`config.mk`:
```
export PLATFORM = sky130hd
export DESIGN_NAME = gate_bist_ctrl
export DESIGN_NICKNAME = d
export VERILOG_FILES = /design/src/rtl/gate_bist_ctrl.sv
export SDC_FILE = /design/constraint.sdc
export NUM_CORES = 1
export LEC_CHECK = 0
export ABC_AREA = 1
export CAP_MARGIN = 20
export CORE_AREA = 2 2 53 55
export CTS_BUF_LIST = sky130_fd_sc_hd__clkbuf_4 sky130_fd_sc_hd__clkbuf_8 sky130_fd_sc_hd__clkbuf_16
export DETAILED_ROUTE_END_ITERATION = 10
export DIE_AREA = 0 0 55 57
export MAX_ROUTING_LAYER = met4
export PLACE_DENSITY = 0.67
export SYNTH_ARGS = -nofsm -noshare
export SYNTH_HDL_FRONTEND = slang
export SYNTH_SLANG_ARGS = --single-unit
```
`constraint.sdc`:
```
create_clock -name clk -period 1.5 [get_ports clk]
set_input_delay 0.15 -clock clk [delete_from_list [all_inputs] [get_ports clk]]
set_output_delay 0.15 -clock clk [all_outputs]
set_load 0.03 [all_outputs]
```
`src/rtl/gate_bist_ctrl.sv`:
```
// -----------------------------------------------------------------------------
// gate_bist_ctrl
//   Built-in self test sequencer for a single 2-input logic gate. On start it
//   walks the four input vectors {gate_a,gate_b} = 00,01,10,11, holding each
//   for HOLD_CYCLES clocks, and on the last held cycle compares the returned
//   gate output against EXPECT[vec]. After vector 11 it spends one REPORT
//   cycle pulsing done and publishing pass / fail_cnt.
//
//   Parameters
//     HOLD_CYCLES : cycles each vector is held (2..255)
//     EXPECT      : expected gate output, bit index = {gate_a,gate_b}
//
//   Ports
//     clk        in   rising-edge clock
//     rst        in   asynchronous active-high reset
//     start      in   run request, only looked at in IDLE
//     gate_a/b   out  stimulus to the gate under test
//     gate_o     in   response from the gate under test
//     busy       out  high in APPLY and REPORT
//     done       out  one-cycle pulse in REPORT
//     pass       out  last run had no mismatches (held until next report)
//     fail_cnt   out  mismatching vectors in last run (0..4)
//     fsm_state  out  current FSM state (debug visibility)
//
//   Optional feature (macro GATE_BIST_ERRLOG_EN):
//     err_valid  out  a mismatch has been seen in the current/last run
//     err_vec    out  first mismatching vector of that run
//
//   Handshake: start is a level request; a run begins on any IDLE edge where
//   start=1. There is no backpressure; done is a single-cycle pulse that the
//   consumer must catch, while pass/fail_cnt stay valid until the next done.
// -----------------------------------------------------------------------------
module gate_bist_ctrl #(
  parameter int         HOLD_CYCLES = 20,
  parameter logic [3:0] EXPECT      = 4'b0111
) (
  input  logic       clk,
  input  logic       rst,
  input  logic       start,
  output logic       gate_a,
  output logic       gate_b,
  input  logic       gate_o,
  output logic       busy,
  output logic       done,
  output logic       pass,
  output logic [2:0] fail_cnt,
  output logic [1:0] fsm_state
`ifdef GATE_BIST_ERRLOG_EN
  ,
  output logic       err_valid,
  output logic [1:0] err_vec
`endif
);

  typedef enum logic [1:0] {
    IDLE   = 2'd0,
    APPLY  = 2'd1,
    REPORT = 2'd2
  } state_t;

  localparam logic [7:0] HOLD_LAST = 8'(HOLD_CYCLES - 1);

  state_t     state, state_n;
  logic [1:0] vec, vec_n;
  logic [7:0] hold, hold_n;
  logic [2:0] fails, fails_n;
  logic       gate_a_n, gate_b_n, busy_n, done_n, pass_n;
  logic [2:0] fail_cnt_n;
  logic       last_hold, mismatch;
`ifdef GATE_BIST_ERRLOG_EN
  logic       err_valid_n;
  logic [1:0] err_vec_n;
`endif

  assign last_hold = (hold == HOLD_LAST);
  assign mismatch  = (gate_o != EXPECT[vec]);
  assign fsm_state = state;

  always_comb begin
    state_n    = state;
    vec_n      = vec;
    hold_n     = hold;
    fails_n    = fails;
    pass_n     = pass;
    fail_cnt_n = fail_cnt;
`ifdef GATE_BIST_ERRLOG_EN
    err_valid_n = err_valid;
    err_vec_n   = err_vec;
`endif
    case (state)
      IDLE: begin
        if (start) begin
          state_n = APPLY;
          vec_n   = 2'd0;
          hold_n  = 8'd0;
          fails_n = 3'd0;
`ifdef GATE_BIST_ERRLOG_EN
          err_valid_n = 1'b0;
          err_vec_n   = 2'd0;
`endif
        end
      end
      APPLY: begin
        hold_n = hold + 8'd1;
        if (last_hold) begin
          if (mismatch) begin
            fails_n = fails + 3'd1;
`ifdef GATE_BIST_ERRLOG_EN
            if (!err_valid) begin
              err_valid_n = 1'b1;
              err_vec_n   = vec;
            end
`endif
          end
          hold_n = 8'd0;
          if (vec == 2'd3) begin
            // vec stays at 3; it is only reloaded when the next run starts.
            state_n    = REPORT;
            fail_cnt_n = fails_n;
            pass_n     = (fails_n == 3'd0);
          end else begin
            vec_n = vec + 2'd1;
          end
        end
      end
      REPORT: begin
        state_n = IDLE;
      end
      default: begin
        state_n = IDLE;
      end
    endcase

    // Outputs are registered from the next-state view so they line up with
    // the state they describe.
    gate_a_n = (state_n == APPLY) ? vec_n[1] : 1'b0;
    gate_b_n = (state_n == APPLY) ? vec_n[0] : 1'b0;
    busy_n   = (state_n != IDLE);
    done_n   = (state_n == REPORT);
  end

  always_ff @(posedge clk or posedge rst) begin
    if (rst) begin
      state    <= IDLE;
      vec      <= 2'd0;
      hold     <= 8'd0;
      fails    <= 3'd0;
      gate_a   <= 1'b0;
      gate_b   <= 1'b0;
      busy     <= 1'b0;
      done     <= 1'b0;
      pass     <= 1'b0;
      fail_cnt <= 3'd0;
`ifdef GATE_BIST_ERRLOG_EN
      err_valid <= 1'b0;
      err_vec   <= 2'd0;
`endif
    end else begin
      state    <= state_n;
      vec      <= vec_n;
      hold     <= hold_n;
      fails    <= fails_n;
      gate_a   <= gate_a_n;
      gate_b   <= gate_b_n;
      busy     <= busy_n;
      done     <= done_n;
      pass     <= pass_n;
      fail_cnt <= fail_cnt_n;
`ifdef GATE_BIST_ERRLOG_EN
      err_valid <= err_valid_n;
      err_vec   <= err_vec_n;
`endif
    end
  end

endmodule

```
==> impl_metrics.json <==
{
  "viasPerCell": 4.88,
  "hold_viol": 0,
  "path_cells": "ha_1, nand2_1, nor2_4, nand2_2, a21oi_2, o21ai_1",
  "area_growth_pct": 19.2,
  "final_cell_area_um2": 1440,
  "ir_worst_vdd_v": 0.000989,
  "boundaryPins": 14,
  "cts_buffers": 3,
  "slew_violations": 0,
  "synthesis.area_um2": 1210,
  "gp_congestion": 0.853,
  "powerDensity_nw_per_um2": 1620,
  "synth.area.mux_share_pct": 0,
  "crit_slowest_cell": "dfrtp_1",
  "setup.worst_path.end_class": "flip-flop",
  "hold_buffers": 0,
  "die_area_um2": 3140,
  "synth-xor-area-share_pct": 2.90,
  "netlist-cell-type-count": 26,
  "status": "completed",
  "track_usage_pct": 17.9,
  "clockBufferDepth": 2,
  "synth_top_cell_by_area": "dfrtp_1",
  "synth_fa_ha_area_share_pct": 2.07,
  "max_cap_viol_count": 0,
  "drcViolationCount": 0,
  "grt_start_max_net_pins": 24,
  "n_antenna_cell": 0,
  "dp_hpwl_um": 1720,
  "cts_setup_buffers": 0,
  "grt-ovfl-total": 0,
  "cts.sink_count": 23,
  "clk_latency_ns": 0.30,
  "drtIter0Drc": 15,
  "crit_path_max_fanout": 4,
  "start_util_pct": 46.2,
  "cts_max_level": 1,
  "cts_resized": 6,
  "skew_ns": 0.00271,
  "arrival_ns": 1.55,
  "drt-wirelength-per-cell_um": 11.5,
  "ys_top_cells_by_area": "dfrtp_1 48%, nand2_1 12%, nand3_1 5.8%, inv_1 4.7%, nor2_4 2.8%",
  "tns_ns": 0,
  "ys_seq_elements": 23,
  "path_clk_slew_ns": 0.12,
  "io_buffer_count": 13,
  "p_leak_uw": 0.000763,
  "synth_top_family_by_area": "simple AND/OR/NAND/NOR gates",
  "synth_top_area_share_pct": 47.7,
  "synth_area_per_cell_um2": 8.56,
  "drive_gt1_share_pct": 19.8,
  "first_pass_iters": 4,
  "grt_pass1_vias": 928,
  "yosys_warnings": 0,
  "wl_um": 2230,
  "cts-root-buf": "clkbuf_4",
  "ant_nets": 0,
  "fmax_mhz": 744,
  "relSlewSlack_pct": 77.9,
  "vias": 942,
  "rows": 19,
  "syn_nets": 147,
  "ys_seq_area_share_pct": 47.7,
  "finalSetupViolations": 0,
  "required_ns": 1.70,
  "placed_cell_area_um2": 1410,
  "synth-simple-area-share_pct": 31.5,
  "rsz0062_at_grt": "no",
  "antenna_found_initial": 0,
  "finalPower_uw": 2330,
  "synthesis.instances": 141,
  "criticalPathCategory": "flip-flop to flip-flop",
  "period_needed_ns": 1.34,
  "grt_pass1_wl_um": 4020,
  "num-nets-final": 169,
  "die_h_um": 57,
  "synth-compound-area-share_pct": 8.60,
  "hold_path.class": "primary input to async pin",
  "slowest_delay_ns": 0.40,
  "cts_tree": "done",
  "core_area_um2": 2620,
  "post-route-period-util_pct": 89.6,
  "start_kind": "flip-flop",
  "r2r_setup_slack_ns": 0.16,
  "tightest_slew_ns": 0.331,
  "die_x_um": 55
}
[cells in the final DEF (no fill, tap or decap), types with 3 or more instances in the layout]
| master | synthesis | routed |
|---|---|---|
| nand2_1 | 37 | 37 |
| inv_2 | 6 | 6 |
| o21ai_1 | 3 | 3 |
| nor2_4 | 3 | 3 |
| o21ai_0 | 4 | 4 |
| o22ai_1 | 3 | 3 |
| nand3_1 | 14 | 14 |
| nand4_1 | 3 | 3 |
| dlymetal6s2s_1 | 0 | 4 |
| clkdlybuf4s50_1 | 0 | 3 |
| nor2_1 | 6 | 6 |
| nand2_2 | 5 | 5 |
| clkbuf_4 | 0 | 4 |
| dfrtp_1 | 23 | 23 |
| dlygate4sd2_1 | 0 | 6 |
| inv_1 | 15 | 15 |
| buf_4 | 0 | 4 |
[cell usage after synthesis]
master / count
clkinv_1: 1
o21bai_1: 1
nand2_2: 5
xor2_1: 2
inv_2: 6
nand4_1: 3
nand2_1: 37
ha_1: 2
o21ai_0: 4
nor2_4: 3
o21ai_1: 3
inv_1: 15
nand3_2: 1
o22ai_1: 3
nand2_4: 1
nand3_4: 1
o31ai_1: 1
nor2_2: 1
nand3_1: 14
a21oi_2: 2
clkinv_2: 1
nor2_1: 6
o21ai_2: 2
dfrtp_1: 23
xnor2_1: 2
nor2_8: 1
[cell type report]
cell class	count	area (µm²)
multi-input cells	95	544
clock buffers	4	30.0
flip-flops and latches	23	576
repair buffers	17	163
fillers	253	1180
inverters	23	87.6
well taps	31	38.8
[stage by stage]
stage / cells / util, % / hold WS, ns / setup WS (ns)
3_3_place_gp: 189 / 53.8 / 0.464 / 0.120
4_1_cts: 193 / 54.6 / 0.172 / 0.0206
6_report: 193 / 55.0 / 0.173 / 0.157
2_1_floorplan: 141 / - / 0.152 / 0.175
5_1_grt: 193 / 55.0 / 0.203 / 0.0718
3_5_place_dp: 189 / 53.8 / 0.472 / 0.0814
[flip-flops by register name, summed over array words and instances (netlist names), 2 cells and up]
register	count
fails	3
hold	8
fail_cnt	3
fsm_state	2
vec	2
[path summary, 6_finish.rpt]
check,startpoint,endpoint,cells after the start
hold reg to reg,fail_cnt[1],fail_cnt[1],2
setup / recovery,hold[0],fails[1],6
hold / removal,rst,pass,3
max in group asynchronous,rst,hold[0],3
setup reg to reg,hold[0],fails[1],6
min in group clk,fail_cnt[1],fail_cnt[1],2
[cells by family after synthesis]
kind of cell	after synthesis
XOR/XNOR	4
AO/OA/AOI/OAI	16
adder cells (fa/ha/maj)	2
buffers and inverters	23
AND/OR/NAND/NOR	73
flip-flops	23
[worst max-delay path, delay by kind of cell (launching register included)]
family / cells / cell delay (ns)
compound gates: 2 / 0.30
fa+ha+maj: 1 / 0.18
simple gates: 3 / 0.36
flops: 1 / 0.40
[report_power, final]
group | internal, µW | switching (µW) | total (µW)
Combinational | 393 | 592 | 985
Sequential | 836 | 217 | 1050
Clock | 122 | 176 | 298
Total | 1350 | 985 | 2330
[layer usage]
| metal | vias up | wire length, µm | global-route usage, % |
|---|---|---|---|
| met5 | - | 0 | - |
| met4 | 0 | 13 | 5.23 |
| met3 | 2 | 70 | 3.66 |
| met2 | 14 | 1040 | 25.7 |
| met1 | 434 | 1100 | 25.6 |
| li1 | 492 | - | - |
(Power assumes the default switching activity.)
